**config.mk**
```make
export PLATFORM = sky130hd
export DESIGN_NAME = fetch_stage
export DESIGN_NICKNAME = d
export VERILOG_FILES = /design/src/rtl/fetch_stage.sv
export SDC_FILE = /design/constraint.sdc
export NUM_CORES = 1
export LEC_CHECK = 0
export BUFFER_PORTS_ARGS = -buffer_cell sky130_fd_sc_hd__buf_4
export CAP_MARGIN = 20
export CELL_PAD_IN_SITES_DETAIL_PLACEMENT = 0
export CELL_PAD_IN_SITES_GLOBAL_PLACEMENT = 1
export CORE_MARGIN = 2
export CORE_UTILIZATION = 36
export DETAILED_ROUTE_END_ITERATION = 7
export PLACE_DENSITY = 0.83
export SLEW_MARGIN = 20
export SYNTH_ARGS = -nofsm -noshare
export SYNTH_HDL_FRONTEND = slang
export SYNTH_SLANG_ARGS = --single-unit
```
**constraint.sdc**
```tcl
create_clock -name clock -period 5.3 [get_ports clock]
set_input_delay 0.53 -clock clock [delete_from_list [all_inputs] [get_ports clock]]
set_output_delay 0.53 -clock clock [all_outputs]
set_load 0.01 [all_outputs]
```
**src/rtl/fetch_stage.sv**
```systemverilog
// fetch_stage: instruction-fetch stage of the PMIPSL0 16-bit datapath.
// Holds the PC, presents it to the instruction ROM, and loads the IF/ID
// register according to the controller's PCControl command.
module fetch_stage #(
  parameter logic [15:0] RESET_PC = 16'h0000
) (
  input  logic        clock,
  input  logic        reset,
  input  logic [1:0]  PCControl,
  input  logic        JumpTaken,
  input  logic        BranchTaken,
  input  logic [15:0] JumpAddr,
  input  logic [15:0] BranchAddr,
  input  logic [15:0] IMemData,
  output logic [15:0] IMemAddr,
  output logic [15:0] PC,
  output logic [15:0] IFID_Instr,
  output logic [15:0] IFID_PCPlus2,
  output logic [3:0]  OpCode,
  output logic        IFID_Valid,
  output logic        AlignErr,
  output logic [15:0] InstrCount
);

  localparam logic [1:0] CMD_STALL    = 2'd0;
  localparam logic [1:0] CMD_INC      = 2'd1;
  localparam logic [1:0] CMD_CONDLOAD = 2'd2;

  // Halfword alignment: an instruction address must have bit 0 clear.
  function automatic logic is_odd(input logic [15:0] addr);
    return addr[0];
  endfunction

  logic [15:0] pc_q,    pc_d;
  logic [15:0] instr_q, instr_d;
  logic [15:0] pcp2_q,  pcp2_d;
  logic        valid_q, valid_d;
  logic        align_q, align_d;
  logic [15:0] cnt_q,   cnt_d;
  logic [15:0] pc_plus2_s;
  logic [15:0] target_s;
  logic        load_s;

  assign pc_plus2_s = pc_q + 16'd2;

  // Select the redirect target; jump outranks branch, only on CondLoad.
  always_comb begin
    target_s = pc_q;
    load_s   = 1'b0;
    if (PCControl == CMD_CONDLOAD) begin
      if (JumpTaken) begin
        target_s = JumpAddr;
        load_s   = 1'b1;
      end else if (BranchTaken) begin
        target_s = BranchAddr;
        load_s   = 1'b1;
      end else begin
        target_s = pc_q;
        load_s   = 1'b0;
      end
    end else begin
      target_s = pc_q;
      load_s   = 1'b0;
    end
  end

  // Next-state logic for PC, IF/ID and the fetch counter.
  always_comb begin
    pc_d    = pc_q;
    instr_d = instr_q;
    pcp2_d  = pcp2_q;
    valid_d = valid_q;
    align_d = align_q;
    cnt_d   = cnt_q;
    case (PCControl)
      CMD_STALL: begin
        pc_d = pc_q;
      end
      CMD_INC: begin
        instr_d = IMemData;
        pcp2_d  = pc_plus2_s;
        valid_d = 1'b1;
        pc_d    = pc_plus2_s;
        if (cnt_q != 16'hFFFF) begin
          cnt_d = cnt_q + 16'd1;
        end else begin
          cnt_d = cnt_q;
        end
      end
      CMD_CONDLOAD: begin
        if (load_s) begin
          // Odd targets are truncated to the halfword and flagged stickily.
          pc_d = {target_s[15:1], 1'b0};
          if (is_odd(target_s)) begin
            align_d = 1'b1;
          end else begin
            align_d = align_q;
          end
        end else begin
          pc_d = pc_q;
        end
      end
      default: begin
        // Reserved command behaves as a stall.
        pc_d = pc_q;
      end
    endcase
  end

  // State registers with synchronous active-low reset.
  always_ff @(posedge clock) begin
    if (!reset) begin
      pc_q    <= RESET_PC;
      instr_q <= 16'h0000;
      pcp2_q  <= 16'h0000;
      valid_q <= 1'b0;
      align_q <= 1'b0;
      cnt_q   <= 16'h0000;
    end else begin
      pc_q    <= pc_d;
      instr_q <= instr_d;
      pcp2_q  <= pcp2_d;
      valid_q <= valid_d;
      align_q <= align_d;
      cnt_q   <= cnt_d;
    end
  end

  assign IMemAddr     = pc_q;
  assign PC           = pc_q;
  assign IFID_Instr   = instr_q;
  assign IFID_PCPlus2 = pcp2_q;
  assign OpCode       = instr_q[15:12];
  assign IFID_Valid   = valid_q;
  assign AlignErr     = align_q;
  assign InstrCount   = cnt_q;

endmodule

```
==> results.py <==
metrics = {
    "status": {
        "outcome": "complete, no violations",
    },
    "final_layout": {
        "fin_util_pct": 49.8,
        "num-nets-final": 562,
        "insertedDiodeCount": 0,
        "fill_cells": 852,
        "final_layout_size_suffix_gt1_share_pct": 31.7,
        "area_growth_pct": 33.5,
        "instances_no_fill": 619,
    },
    "grt": {
        "grt_remaining_overflow": 0,
        "maximum_number_of_pins_on_one_net_before_global_route_repair": 42,
        "global_route_wire_length_before_repair_mm": 14.8,
        "grt_antenna_before_repair": 0,
        "grt_pass1_vias": 2980,
        "grtUsageTotal_pct": 18.7,
    },
    "worst_setup_path": {
        "worst-r2r-setup-slack_ps": 2990,
        "kind_of_start_point_of_the_critical_path": "flop",
        "critical_path.endpoint_type": "flop",
        "r2r_start": "InstrCount[1]",
        "crit-reg2reg-capture": "InstrCount[4]",
        "worstRegToRegCells": 5,
        "worstPathMaxFanout": 15,
        "crit_required_ps": 5560,
        "startpoint": "InstrCount[1]",
        "crit_path_end": "InstrCount[4]",
        "timing.setup.critical_path_class": "reg -> reg",
        "arrival_ps": 2570,
    },
    "sta": {
        "skew_ps": 6.83,
        "slew_headroom_pct": 26.1,
        "layout_min_cycle_time_ps": 2310,
        "finalSetupTns_ps": 0,
        "final_min_period_over_clock_period_pct": 43.6,
        "grt_setup_unrepaired": "false",
        "setup_viol": 0,
        "timing_worst_slew_pin_value_ps": 1110,
        "report.final.hold_viol_count": 0,
        "timing.final.max_slew_violations": 0,
        "fmax_mhz": 432,
    },
    "logic_synthesis": {
        "yosysWarnings": 0,
        "yosysTopAreaCellShare_pct": 39.4,
        "synth.distinct_cells": 58,
        "synth_common_cells": "64 x sky130_fd_sc_hd__dfxtp_1, 51 x sky130_fd_sc_hd__nand2_1, 39 x sky130_fd_sc_hd__a21oi_1",
        "yosys_most_used_dff": "sky130_fd_sc_hd__dfxtp_1",
        "synth_seq_area_share_pct": 39.4,
        "synthCells": 403,
        "synth_area_per_cell_sq_um": 8.07,
        "number_of_enable_flip_flop_cells_after_synthesis": 0,
        "synthArstFlopShare_pct": 0,
        "post-synth-top-area-cell": "sky130_fd_sc_hd__dfxtp_1",
        "cell_types_occupying_the_most_area_after_synthesis": "sky130_fd_sc_hd__dfxtp_1 39%, sky130_fd_sc_hd__a21oi_1 6.0%, sky130_fd_sc_hd__nand2_1 5.9%",
        "number_of_synthesized_register_bits": 64,
        "post-synth-top-count-cell": "sky130_fd_sc_hd__dfxtp_1",
        "netlist_area_sq_mm": 0.00325,
    },
    "detailed_routing": {
        "dr_total_vias": 3230,
        "dr.first_iter.drc_count": 143,
        "wirelength_mm": 9.36,
        "via_per_inst": 5.22,
        "remaining_drc_errors": 0,
        "post_drt_wl_per_cell_um": 15.1,
        "postRouteAntennaNets": 0,
        "drt_first_pass_iters": 4,
    },
    "die": {
        "fp-row-count": 34,
        "core_region_area_sq_mm": 0.00872,
        "dieWidth_um": 99.0,
        "io_pins": 140,
        "initial_utilization_pct": 37.3,
        "fp.dieH_um": 99.0,
        "fp.dieArea_sq_mm": 0.00981,
    },
    "pwr": {
        "p_leak_nw": 1.83,
        "irDropWorstVdd_uv": 132,
        "power.density_mw_per_mm2": 250,
    },
    "cts": {
        "cts_tree": "yes",
        "ctsResizeCount": 0,
        "worst_setup_hold_path_clk_slew_ps": 70,
        "post_cts.repair.setup_buffers": 0,
        "clock_path_buffers": 2,
        "numCtsBuffers": 9,
        "worst_skew_pair.late_latency_ps": 330,
        "clock_sinks": 64,
        "holdBufCountCts": 0,
        "htree_levels": 3,
        "cts_root_buf": "sky130_fd_sc_hd__clkbuf_8",
    },
    "place": {
        "post-dp-hpwl_mm": 6.74,
        "buffers_on_ports": 136,
        "globalplace.congestion": 0.803,
        "dp_cells": 603,
    },
    "hold_path": {
        "min_path_type": "in -> reg",
    },
    "job": {
        "maxCapViolCount": 0,
    },
}
==> critical path, cell delays in order, from the launching register on <==
cell,delay [ps]
sky130_fd_sc_hd__dfxtp_1,410
sky130_fd_sc_hd__ha_1,220
sky130_fd_sc_hd__nand4_1,270
sky130_fd_sc_hd__nor4_2,950
sky130_fd_sc_hd__o21ai_0,230
sky130_fd_sc_hd__a21oi_1,160
==> cells in the final DEF, fill, tap and decap left out, drive strengths merged, types with 3 or more instances in the layout <==
master	Yosys	layout
nor3	6	6
a211oi	7	7
clkbuf	18	9
conb	1	3
a22o	3	3
and3	4	4
xnor2	4	4
nor2b	4	4
o21ai	25	25
a21oi	39	39
o22ai	7	7
nor4	6	6
nand2b	10	10
o31ai	5	5
or3	6	6
nor2	28	28
a31oi	3	3
buf	31	139
inv	7	7
or4	4	4
nand2	51	51
nand3	9	9
mux2i	7	7
xor2	6	6
nand4	10	10
clkinvlp	0	4
dfxtp	64	64
o31a	4	4
a22oi	4	4
clkinv	0	3
==> layout make-up <==
cell class                 count  area [sq um]  area share, %
multi-input combinational    285          1680           38.7
timing repair buffer         139          1040           24.0
inverter                       7          26.3          0.606
tap                          108           135           3.11
sequential                    64          1280           29.5
clock inverter                 7          48.8           1.12
clock buffer                   9           124           2.85
==> kinds of logic after synthesis <==
family | synth area share [%]
AND/OR/NAND/NOR | 22.9
AO/OA/AOI/OAI | 22.6
flip-flops | 39.4
buffers and inverters | 9.35
XOR/XNOR | 2.69
multiplexers | 2.16
adder cells (fa/ha/maj) | 0.770
other | 0.115
==> flip-flops by register name, summed over array words and instances, names as in the netlist <==
signal        count
IFID_Instr       16
InstrCount       16
IFID_PCPlus2     15
IMemAddr         15
AlignErr          1
IFID_Valid        1
==> worst min-delay path by stage <==
stage             startpoint             end  slack [ps]  cells after the start
6_report        IMemData[13]  IFID_Instr[13]         440                      3
5_1_grt          IMemData[9]   IFID_Instr[9]         430                      3
4_1_cts          IMemData[2]   IFID_Instr[2]         420                      3
3_5_place_dp   IFID_Instr[8]   IFID_Instr[8]         450                      2
3_3_place_gp   IFID_Instr[1]   IFID_Instr[1]         440                      2
2_1_floorplan  IFID_Instr[0]   IFID_Instr[0]         480                      2
==> per-stage QoR <==
step	instance area [sq um]	hold slack (ps)	worst slack [ps]	power [mW]
after global placement	4170	445	3160	0.732
after global routing	4340	431	2820	1.15
after CTS	4340	415	3060	1.11
final	4340	439	2990	1.09
after detailed placement	4170	451	3090	0.734
after floorplan	3260	481	3260	0.643
==> report_power, final <==
part / switching (mW) / total, mW / internal (mW)
logic: 0.0936 / 0.192 / 0.0980
clock network: 0.196 / 0.364 / 0.168
registers: 0.0264 / 0.530 / 0.504
==> routing by layer <==
| layer | up-vias | GRT usage, % | part of all wire, % | routed length [um] |
|---|---|---|---|---|
| li1 | 1630 | - | - | - |
| met1 | 1489 | 25.9 | 45 | 4190 |
| met2 | 104 | 29.1 | 47 | 4360 |
| met3 | 7 | 3.05 | 7.7 | 721 |
| met4 | 0 | 7.48 | 0.95 | 89 |
| met5 | - | 0 | 0 | 0 |
Power figures use the tool's default switching activity.
